`src/rtl/sv32_translate_tlb.sv`:
```
// SV32 virtual-to-physical translator shared by fetch, load and store, with a small
// fully-associative TLB in front of the external page-table walker.
module sv32_translate_tlb #(
  parameter int TLB_ENTRIES = 4,
  parameter int ASID_W      = 9
) (
  input  logic        clk,
  input  logic        reset,
  input  logic        valid,
  output logic        ready,
  input  logic [31:0] address,
  input  logic [1:0]  access_type,
  input  logic [1:0]  privilege_mode,
  input  logic [31:0] satp,
  input  logic        mxr,
  input  logic        sum,
  input  logic        sfence_vma,
  output logic [33:0] physical_address,
  output logic        page_fault,
  output logic        walk_valid,
  input  logic        walk_ready,
  input  logic [31:0] pte,
  input  logic        pte_megapage
);

  localparam int IDX_W = (TLB_ENTRIES > 1) ? $clog2(TLB_ENTRIES) : 1;
  localparam logic [IDX_W-1:0] LAST_IDX = IDX_W'(TLB_ENTRIES - 1);
  localparam logic [1:0] PRIV_U = 2'b00;
  localparam logic [1:0] PRIV_M = 2'b11;

  typedef enum logic [1:0] {ST_IDLE, ST_WALK, ST_CHECK} state_t;

  typedef struct packed {
    logic [9:0]        vpn1;
    logic [9:0]        vpn0;
    logic [ASID_W-1:0] asid;
    logic [21:0]       ppn;
    logic              r, w, x, u, g, a, d;
    logic              mega;
  } tlb_entry_t;

  state_t state, state_next;

  tlb_entry_t             tlb_data [TLB_ENTRIES];
  logic [TLB_ENTRIES-1:0] tlb_valid;
  logic [IDX_W-1:0]       rr_ptr;

  logic [31:0]       req_va;
  logic [1:0]        req_acc;
  logic [1:0]        req_priv;
  logic              req_mxr;
  logic              req_sum;
  logic [ASID_W-1:0] req_asid;
  logic [31:0]       walk_pte;
  logic              walk_mega;
  logic              no_fill;

  logic [ASID_W-1:0] satp_asid;
  logic              bypass;
  logic              accept;
  logic              hit;
  logic [IDX_W-1:0]  hit_idx;
  logic              hit_fault;
  logic [33:0]       hit_pa;
  logic              walk_fault;
  logic [33:0]       walk_pa;
  logic              walk_fillable;
  logic              fill_en;
  logic              unused_bits;

  // Permission/legality rules shared by the hit path and the walked PTE.
  function automatic logic pte_fault(
    input logic       v, r, w, x, u, a, d, mega,
    input logic [9:0] ppn_lo,
    input logic [1:0] acc,
    input logic [1:0] priv,
    input logic       mxr_f,
    input logic       sum_f
  );
    logic fetch, load, store, u_mode;
    fetch  = (acc == 2'd0);
    load   = (acc == 2'd1);
    store  = acc[1];
    u_mode = (priv == PRIV_U);
    return !v || (w && !r) || (mega && (ppn_lo != 10'd0)) || !a
        || (store && !d) || (fetch && !x) || (load && !(r || (mxr_f && x)))
        || (store && !w) || (u_mode && !u)
        || (!u_mode && fetch && u) || (!u_mode && !fetch && u && !sum_f);
  endfunction

  function automatic logic [33:0] form_pa(input logic [21:0] ppn, input logic mega,
                                          input logic [31:0] va);
    return mega ? {ppn[21:10], va[21:0]} : {ppn, va[11:0]};
  endfunction

  assign satp_asid  = satp[22 +: ASID_W];
  assign bypass     = (privilege_mode == PRIV_M) || !satp[31];
  assign accept     = (state == ST_IDLE) && valid && !ready;
  assign walk_valid = (state == ST_WALK);

  // Lowest matching index wins: scan downwards so the last assignment is the lowest.
  // NOTE: every always_comb output gets a default before any conditional write, so no latch is inferred.
  always_comb begin
    hit     = 1'b0;
    hit_idx = '0;
    for (int i = TLB_ENTRIES - 1; i >= 0; i--) begin
      if (tlb_valid[i] && (tlb_data[i].g || (tlb_data[i].asid == satp_asid)) &&
          (tlb_data[i].vpn1 == address[31:22]) &&
          (tlb_data[i].mega || (tlb_data[i].vpn0 == address[21:12]))) begin
        hit     = 1'b1;
        hit_idx = IDX_W'(i);
      end
    end
  end

  assign hit_fault = pte_fault(1'b1, tlb_data[hit_idx].r, tlb_data[hit_idx].w,
                               tlb_data[hit_idx].x, tlb_data[hit_idx].u,
                               tlb_data[hit_idx].a, tlb_data[hit_idx].d,
                               tlb_data[hit_idx].mega, tlb_data[hit_idx].ppn[9:0],
                               access_type, privilege_mode, mxr, sum);
  assign hit_pa    = form_pa(tlb_data[hit_idx].ppn, tlb_data[hit_idx].mega, address);

  assign walk_fault = pte_fault(walk_pte[0], walk_pte[1], walk_pte[2], walk_pte[3],
                                walk_pte[4], walk_pte[6], walk_pte[7], walk_mega,
                                walk_pte[19:10], req_acc, req_priv, req_mxr, req_sum);
  assign walk_pa    = form_pa(walk_pte[31:10], walk_mega, req_va);

  // Permission and A/D faults still fill: permissions are re-checked on every hit.
  assign walk_fillable = walk_pte[0] && !(walk_pte[2] && !walk_pte[1]) &&
                         !(walk_mega && (walk_pte[19:10] != 10'd0));
  assign fill_en       = (state == ST_CHECK) && walk_fillable && !no_fill && !sfence_vma;

  assign unused_bits = ^{satp, walk_pte[9:8]};

  always_ff @(posedge clk) begin
    if (reset) state <= ST_IDLE;
    else       state <= state_next;
  end

  always_comb begin
    state_next = state;
    case (state)
      ST_IDLE:  if (accept && !bypass && !hit) state_next = ST_WALK;
      ST_WALK:  if (walk_ready) state_next = ST_CHECK;
      ST_CHECK: state_next = ST_IDLE;
      default:  state_next = ST_IDLE;
    endcase
  end

  // NOTE: sequential state uses non-blocking assignments so every register samples pre-edge values.
  always_ff @(posedge clk) begin
    if (reset) begin
      ready            <= 1'b0;
      page_fault       <= 1'b0;
      physical_address <= '0;
      tlb_valid        <= '0;
      rr_ptr           <= '0;
      no_fill          <= 1'b0;
    end else begin
      ready <= 1'b0;
      if (accept) begin
        no_fill <= 1'b0;
        if (bypass) begin
          ready            <= 1'b1;
          page_fault       <= 1'b0;
          physical_address <= {2'b00, address};
        end else if (hit) begin
          ready            <= 1'b1;
          page_fault       <= hit_fault;
          physical_address <= hit_fault ? '0 : hit_pa;
        end
      end
      if (state == ST_CHECK) begin
        ready            <= 1'b1;
        page_fault       <= walk_fault;
        physical_address <= walk_fault ? '0 : walk_pa;
        if (fill_en) begin
          tlb_valid[rr_ptr] <= 1'b1;
          rr_ptr            <= (rr_ptr == LAST_IDX) ? '0 : rr_ptr + 1'b1;
        end
      end
      // A flush mid-walk still returns the in-flight result but must not refill.
      if (sfence_vma) begin
        tlb_valid <= '0;
        if (state != ST_IDLE) no_fill <= 1'b1;
      end
    end
  end

  // NOTE: payload storage is deliberately not reset; it is only ever read behind a valid bit or FSM state.
  always_ff @(posedge clk) begin
    if (accept) begin
      req_va   <= address;
      req_acc  <= access_type;
      req_priv <= privilege_mode;
      req_mxr  <= mxr;
      req_sum  <= sum;
      req_asid <= satp_asid;
    end
    if ((state == ST_WALK) && walk_ready) begin
      walk_pte  <= pte;
      walk_mega <= pte_megapage;
    end
    if (fill_en) begin
      tlb_data[rr_ptr] <= '{vpn1: req_va[31:22], vpn0: req_va[21:12], asid: req_asid,
                            ppn: walk_pte[31:10], r: walk_pte[1], w: walk_pte[2],
                            x: walk_pte[3], u: walk_pte[4], g: walk_pte[5],
                            a: walk_pte[6], d: walk_pte[7], mega: walk_mega};
    end
  end

endmodule

```
`config.mk`:
```
export PLATFORM = sky130hd
export DESIGN_NAME = sv32_translate_tlb
export DESIGN_NICKNAME = d
export VERILOG_FILES = /design/src/rtl/sv32_translate_tlb.sv
export SDC_FILE = /design/constraint.sdc
export NUM_CORES = 1
export LEC_CHECK = 0
export ABC_AREA = 1
export BUFFER_PORTS_ARGS = -buffer_cell sky130_fd_sc_hd__buf_2
export CAP_MARGIN = 10
export CORE_MARGIN = 1.5
export CORE_UTILIZATION = 60
export DETAILED_ROUTE_END_ITERATION = 6
export GPL_TIMING_DRIVEN = 0
export PLACE_DENSITY = 0.9
export SETUP_SLACK_MARGIN = 0.5
export SLEW_MARGIN = 20
export SYNTH_ARGS = -nofsm -noshare
export SYNTH_HDL_FRONTEND = slang
export SYNTH_SLANG_ARGS = --single-unit
```
`constraint.sdc`:
```
create_clock -name clk -period 14.92 [get_ports clk]
set_input_delay 0.746 -clock clk [delete_from_list [all_inputs] [get_ports clk]]
set_output_delay 0.746 -clock clk [all_outputs]
set_load 0.01 [all_outputs]
```
; ---- Word level (Yosys, flattened, before mapping)
; Memories as Yosys holds them, arrays and structs flattened.
; Index checks and enable logic that the tools add are counted.
[classes]
add_sub_neg = 1
order_cmp = 2
eq_ne = 20
muxes = 35
bitwise = 1
reduce_logical = 122
[ops]
columns = operator, count
row1 = 2-to-1 mux 34 bit, 6
row2 = == test 10 bit, 8
row3 = logical AND 1 bit, 49
row4 = 2-to-1 mux 22 bit, 2
row5 = == test 9 bit, 4
row6 = logical OR 1 bit, 30
row7 = zero test 1 bit, 29
row8 = nonzero test 10 bit, 2
row9 = 2-to-1 mux 1 bit, 18
row10 = 2-to-1 mux 2 bit, 7
row11 = zero test 2 bit, 5
row12 = "== test 2 x 1 -> 1 bit, second input constant", 3
row13 = "== test 2 bit, second input constant", 3
row14 = AND reduction 2 bit, 3
row15 = "!= test 2 x 1 -> 1 bit, second input constant", 2
row16 = bitwise OR 4 bit, 1
row17 = one-hot mux 2 bit (2 select lines), 1
row18 = nonzero test 2 bit, 2
row19 = "< comparator 2 x 3 -> 1 bit, second input constant", 1
row20 = nonzero test 3 bit, 1
row21 = "adder 2 x 1 -> 2 bit, second input constant", 1
row22 = demux 1 bit (select 2 bit), 1
row23 = "greater-or-equal comparator 2 x 1 -> 1 bit, second input constant", 1
row24 = OR reduction 2 bit, 1
[totals]
regBits = 125
ramBits = 236
in_bits = 108
elab_cells = 197
mem_count = 1
[memory_table]
columns = name, words, width, read_ports, rd_clocked_by_memory_dff, write_ports, line
row1 = tlb_data, 4, 59, 5, 0, 1, 44  ; tlb_entry_t tlb_data [TLB_ENTRIES];

; ---- Longest topological paths before layout
; An unclocked memory read counts as a cell.
[logic_depth]
word_depth = 26
mapped_depth = 26
depth_no_buf = 25

; ---- Worst setup path before layout
; OpenSTA, ideal clock, no wires.
[synth_path]
path_kind = input port to flip-flop
startpoint = input port valid
endpoint = register physical_address[10]
setup_time_ns = 0.068
t_arrival_ns = 5.305
path_slack_ns = 9.547
path_stages = 10
path_buffers = 2
cell_sequence = inv_1 > nor3_1 > inv_1 > nor2_1 > nor2_1 > buf_2 > nor2_1 > buf_2 > nand2_1 > o21bai_2
[synth_via]
elab_chain_cells = 4
[synth_lines]
columns = item, line
row1 = start: declaration, 9  ; input logic valid,
row2 = logical AND 1 bit (2 in series), 98  ; assign accept = (state == ST_IDLE) && valid && !ready;
row3 = named net accept, 60  ; logic accept;
row4 = nonzero test 2 bit (no line), -
row5 = AND reduction 2 bit (no line), -
row6 = end signal: assignment, 166  ; physical_address <= {2'b00, address};
row7 = end signal: assignment, 170  ; physical_address <= hit_fault ? '0 : hit_pa;
row8 = end signal: assignment, 176  ; physical_address <= walk_fault ? '0 : walk_pa;
row9 = end: declaration, 18  ; output logic [33:0] physical_address,
; The timed path passes the listed nets, and every way through them passes these cells.
; A chain may end at the register's enable or synchronous reset.

; ---- Final worst setup path
[layout_path]
startpoint = register walk_pte[17]
endpoint = memory tlb_data[3][2] (netlist name) (enable)
[layout_via]
elab_chain_cells = 9
[layout_lines]
columns = item, line
row1 = start: declaration, 54  ; logic [31:0] walk_pte;
row2 = start signal: assignment, 201  ; walk_pte <= pte;
row3 = nonzero test 10 bit, 130  ; !(walk_mega && (walk_pte[19:10] != 10'd0));
row4 = logical AND 1 bit, 130
row5 = zero test 1 bit, 130
row6 = logical AND 1 bit, 129  ; assign walk_fillable = walk_pte[0] && !(walk_pte[2] && !walk_pte[1]) &&
row7 = logical AND 1 bit (3 in series), 131  ; assign fill_en = (state == ST_CHECK) && walk_fillable && !no_fill && !sfence_vma;
row8 = 2-to-1 mux 1 bit, 204  ; if (fill_en) begin
row9 = 2-to-1 mux 1 bit (implied by the code), 205  ; tlb_data[rr_ptr] <= '{vpn1: req_va[31:22], vpn0: req_va[21:12], asid: req_asid,
row10 = end: declaration, 44
; No other way between the ends.

==> metrics.txt <==
CP most frequent cell inv_1; FMAX 271.3 MHz; grt met2 use ~49%; RSZ-0062 raised after global routing false; IO Count around 150; CP endpoint tlb_data[3][2]$_DFFE_PP_; syn_nets 1553; setup TNS 0 ns; pwr/cell area 120.5 nW/um2; final worst-path cycle share 24.70%; Lkg Pwr between 7 and 8 nW; CP Buf/Inv Count 3; placed inst area 16840 um2; slowest CP cell o41ai_1; Post-Syn Area 15600 um2; post-CTS setup buffers 0; cell taking the most area after synthesis edfxtp_1; RR Endpoint tlb_data[3][2]$_DFFE_PP_; Layout Nets between 1500 and 2000; Slew headroom 34.62%; clock tree root buffer cell clkbuf_16; vias in the first global route 11390; vias per cell a little under 6; met3 Use GR 5.354%; hold crit path type in2reg; 1st-iter DRT viols 1552; Core Region 25330 um2; synth warn 0; P&R area growth vs syn 15.93%; startpoint types register; DRC 0; post-synth top area share 60.45%; reg2reg start walk_pte[17]$_DFFE_PP_; Setup crit end kind register; Post-DRT Antenna Nets 0; Synth cell types between 40 and 50; VDD IR-drop max 0.09639 mV; max incr delay on CP 0.63 ns; post-cts sizing count 0; initial antenna violation count 1; CTS tree yes; Clock Skew 0.01624 ns; critical path class reg2reg; overall die area 26970 um2; Async SR Flop Fraction 0%; final instance area 18080 um2; final std cells w/o fill around 2000; Crit path depth 8; CP top delay family simple AND/OR/NAND/NOR gates; row cnt 58; fin crit period about 3.7 ns; Setup WS pre-CTS 11.01 ns; GRT Max-Usage Layer met2; drt pass-1 iters 6; first-pass GRT wire length approximately 60000 um; post-DR wirelength/cell between 20 and 25 um; Vias about 12000; syn avg cell area 10.82 um2; Max Cap Violations 0; Critical Path, Cell by Cell inv_1 > nand4_1 > o41ai_1 > nand2_1 > nor4_1 > inv_1 > nor2_4 > buf_12; Post-synth EDFFs around 310; Worst-Skew Late Latency 0.52 ns; layout cell share with drive strength beyond 1 18.09%; register bit count reported by yosys between 300 and 400; M1 GR Usage approximately two fifths; final HPWL from detailed placement between 20000 and 30000 um; Slew Limit Fails 0; Die Y between 150 and 200 um; Max clock buf depth 3; commonest non-fill, non-tap cell in the layout nand2_1; outcome completed; Die W 164.2 um; Starting Density approximately three fifths; Worst R2R Path Depth 8; GRT Util Overall 29.89%; H-tree Lvls 2; top post-synthesis cells by area edfxtp_1 60%, nand2_1 7.9%, dfxtp_1 5.8%; peak fanout along the critical path 22; Clk pin slew, worst setup/hold paths 0.06 ns; Buffers on Ports 119; R2R setup slack 11.23 ns; largest net degree at the start of global routing 43; register area share after synthesis 66.22%; Req. time, crit path 15.13 ns; Mapped Cells about 1400; GR Overflow Total 0; Most used DFF post-synth edfxtp_1; crit path DAT about 3.9 ns; gpl congestion 0.9292; CTS buffer count 37; final number of setup-violating endpoints 0; CP startpoint walk_pte[17]$_DFFE_PP_; Final Hold Fails 0; total routed wirelength 39940 um; cts hold-fix bufs 0; Clock Sinks 359; dpl cells 1906; final worst setup slack between 10 and 15 ns; commonest non-fill, non-tap cells in the layout 329 x nand2_1, 314 x edfxtp_1, 131 x buf_2; Tightest Pin Transition 0.9785 ns
-- cells by family after synthesis --
kind of cell / share of synthesized area [%]
multiplexers: 0.1444
flip-flops: 66.22
XOR/XNOR: 2.246
AO/OA/AOI/OAI: 7.556
buffers and inverters: 5.270
AND/OR/NAND/NOR: 18.24
adder cells (fa/ha/maj): 0.3209
-- registers in the layout, indices dropped and copies added (netlist names) --
register / count
tlb_data: 236
physical_address: 34
req_va: 32
walk_pte: 30
req_asid: 9
tlb_valid: 4
req_acc: 2
req_priv: 2
rr_ptr: 2
state: 2
no_fill: 1
page_fault: 1
ready: 1
req_mxr: 1
req_sum: 1
walk_mega: 1
-- worst min path at each step --
stage,start,end,slack [ns],cells after the start
after floorplan,tlb_valid[0]$_SDFFE_PP0P_,tlb_valid[0]$_SDFFE_PP0P_,0.44,2
after global placement,physical_address[15]$_SDFFE_PP0P_,physical_address[15]$_SDFFE_PP0P_,0.45,2
after detailed placement,physical_address[15]$_SDFFE_PP0P_,physical_address[15]$_SDFFE_PP0P_,0.46,2
after CTS,pte[14],walk_pte[14]$_DFFE_PP_,0.40,1
after global routing,pte[28],walk_pte[28]$_DFFE_PP_,0.39,1
final,pte[24],walk_pte[24]$_DFFE_PP_,0.40,1
-- metrics by stage --
step	util [%]	power, mW	hold WS, ns
floorplan	-	1.202	0.4378
global placement	65.57	1.251	0.4526
detailed placement	66.51	1.257	0.4578
CTS	71.39	2.177	0.3954
global route	71.40	2.231	0.3945
finish	71.40	2.179	0.4020
-- cell type report --
class | instances | area [um2]
diodes | 1 | 2.502
multi-input cells | 894 | 4464
repair buffers | 135 | 808.3
clock buffers | 52 | 1052
flip-flops and latches | 359 | 10330
clock inverters | 14 | 183.9
plain buffers | 47 | 292.8
inverters | 141 | 536.8
fillers | 1567 | 7243
well taps | 330 | 412.9
-- cells in the mapped netlist, types with 2 or more instances --
cell type and number:
nor4_1 2, a22oi_1 2, nand2_1 329, nand2_4 4, buf_4 6, o32ai_1 12
buf_6 7, ha_1 4, nand4_1 25, nand3_1 104, o21ai_0 78, nor3_2 2
a21oi_1 78, edfxtp_1 314, nor3b_1 2, or2_2 10, nor2_1 124, o211ai_1 3
nand3b_1 5, inv_1 121, nand3_2 12, o22ai_1 7, buf_2 12, o21ai_1 7
xor2_1 15, nor3_1 9, dfxtp_1 45, nor2_2 2, nor2_4 2, inv_2 19
xnor2_1 25, o21bai_2 12, clkbuf_1 18, or2_1 5, mux2_2 2, nand2_2 6
-- per-layer routing --
| metal | vias to the layer above | part of all wire (%) |
|---|---|---|
| met5 | - | 0 |
| met4 | 0 | 4.7 |
| met3 | 148 | 11 |
| met2 | 852 | 48 |
| met1 | 5425 | 37 |
| li1 | 5298 | - |
-- where the power goes --
part | total (mW) | switching [mW] | leakage [nW] | internal (mW)
Sequential | 1.13 | 0.0152 | 3.22 | 1.11
Combinational | 0.116 | 0.0756 | 3.29 | 0.0405
Clock | 0.938 | 0.375 | 0.601 | 0.563
Note: power is estimated with default switching activity, not from simulation.
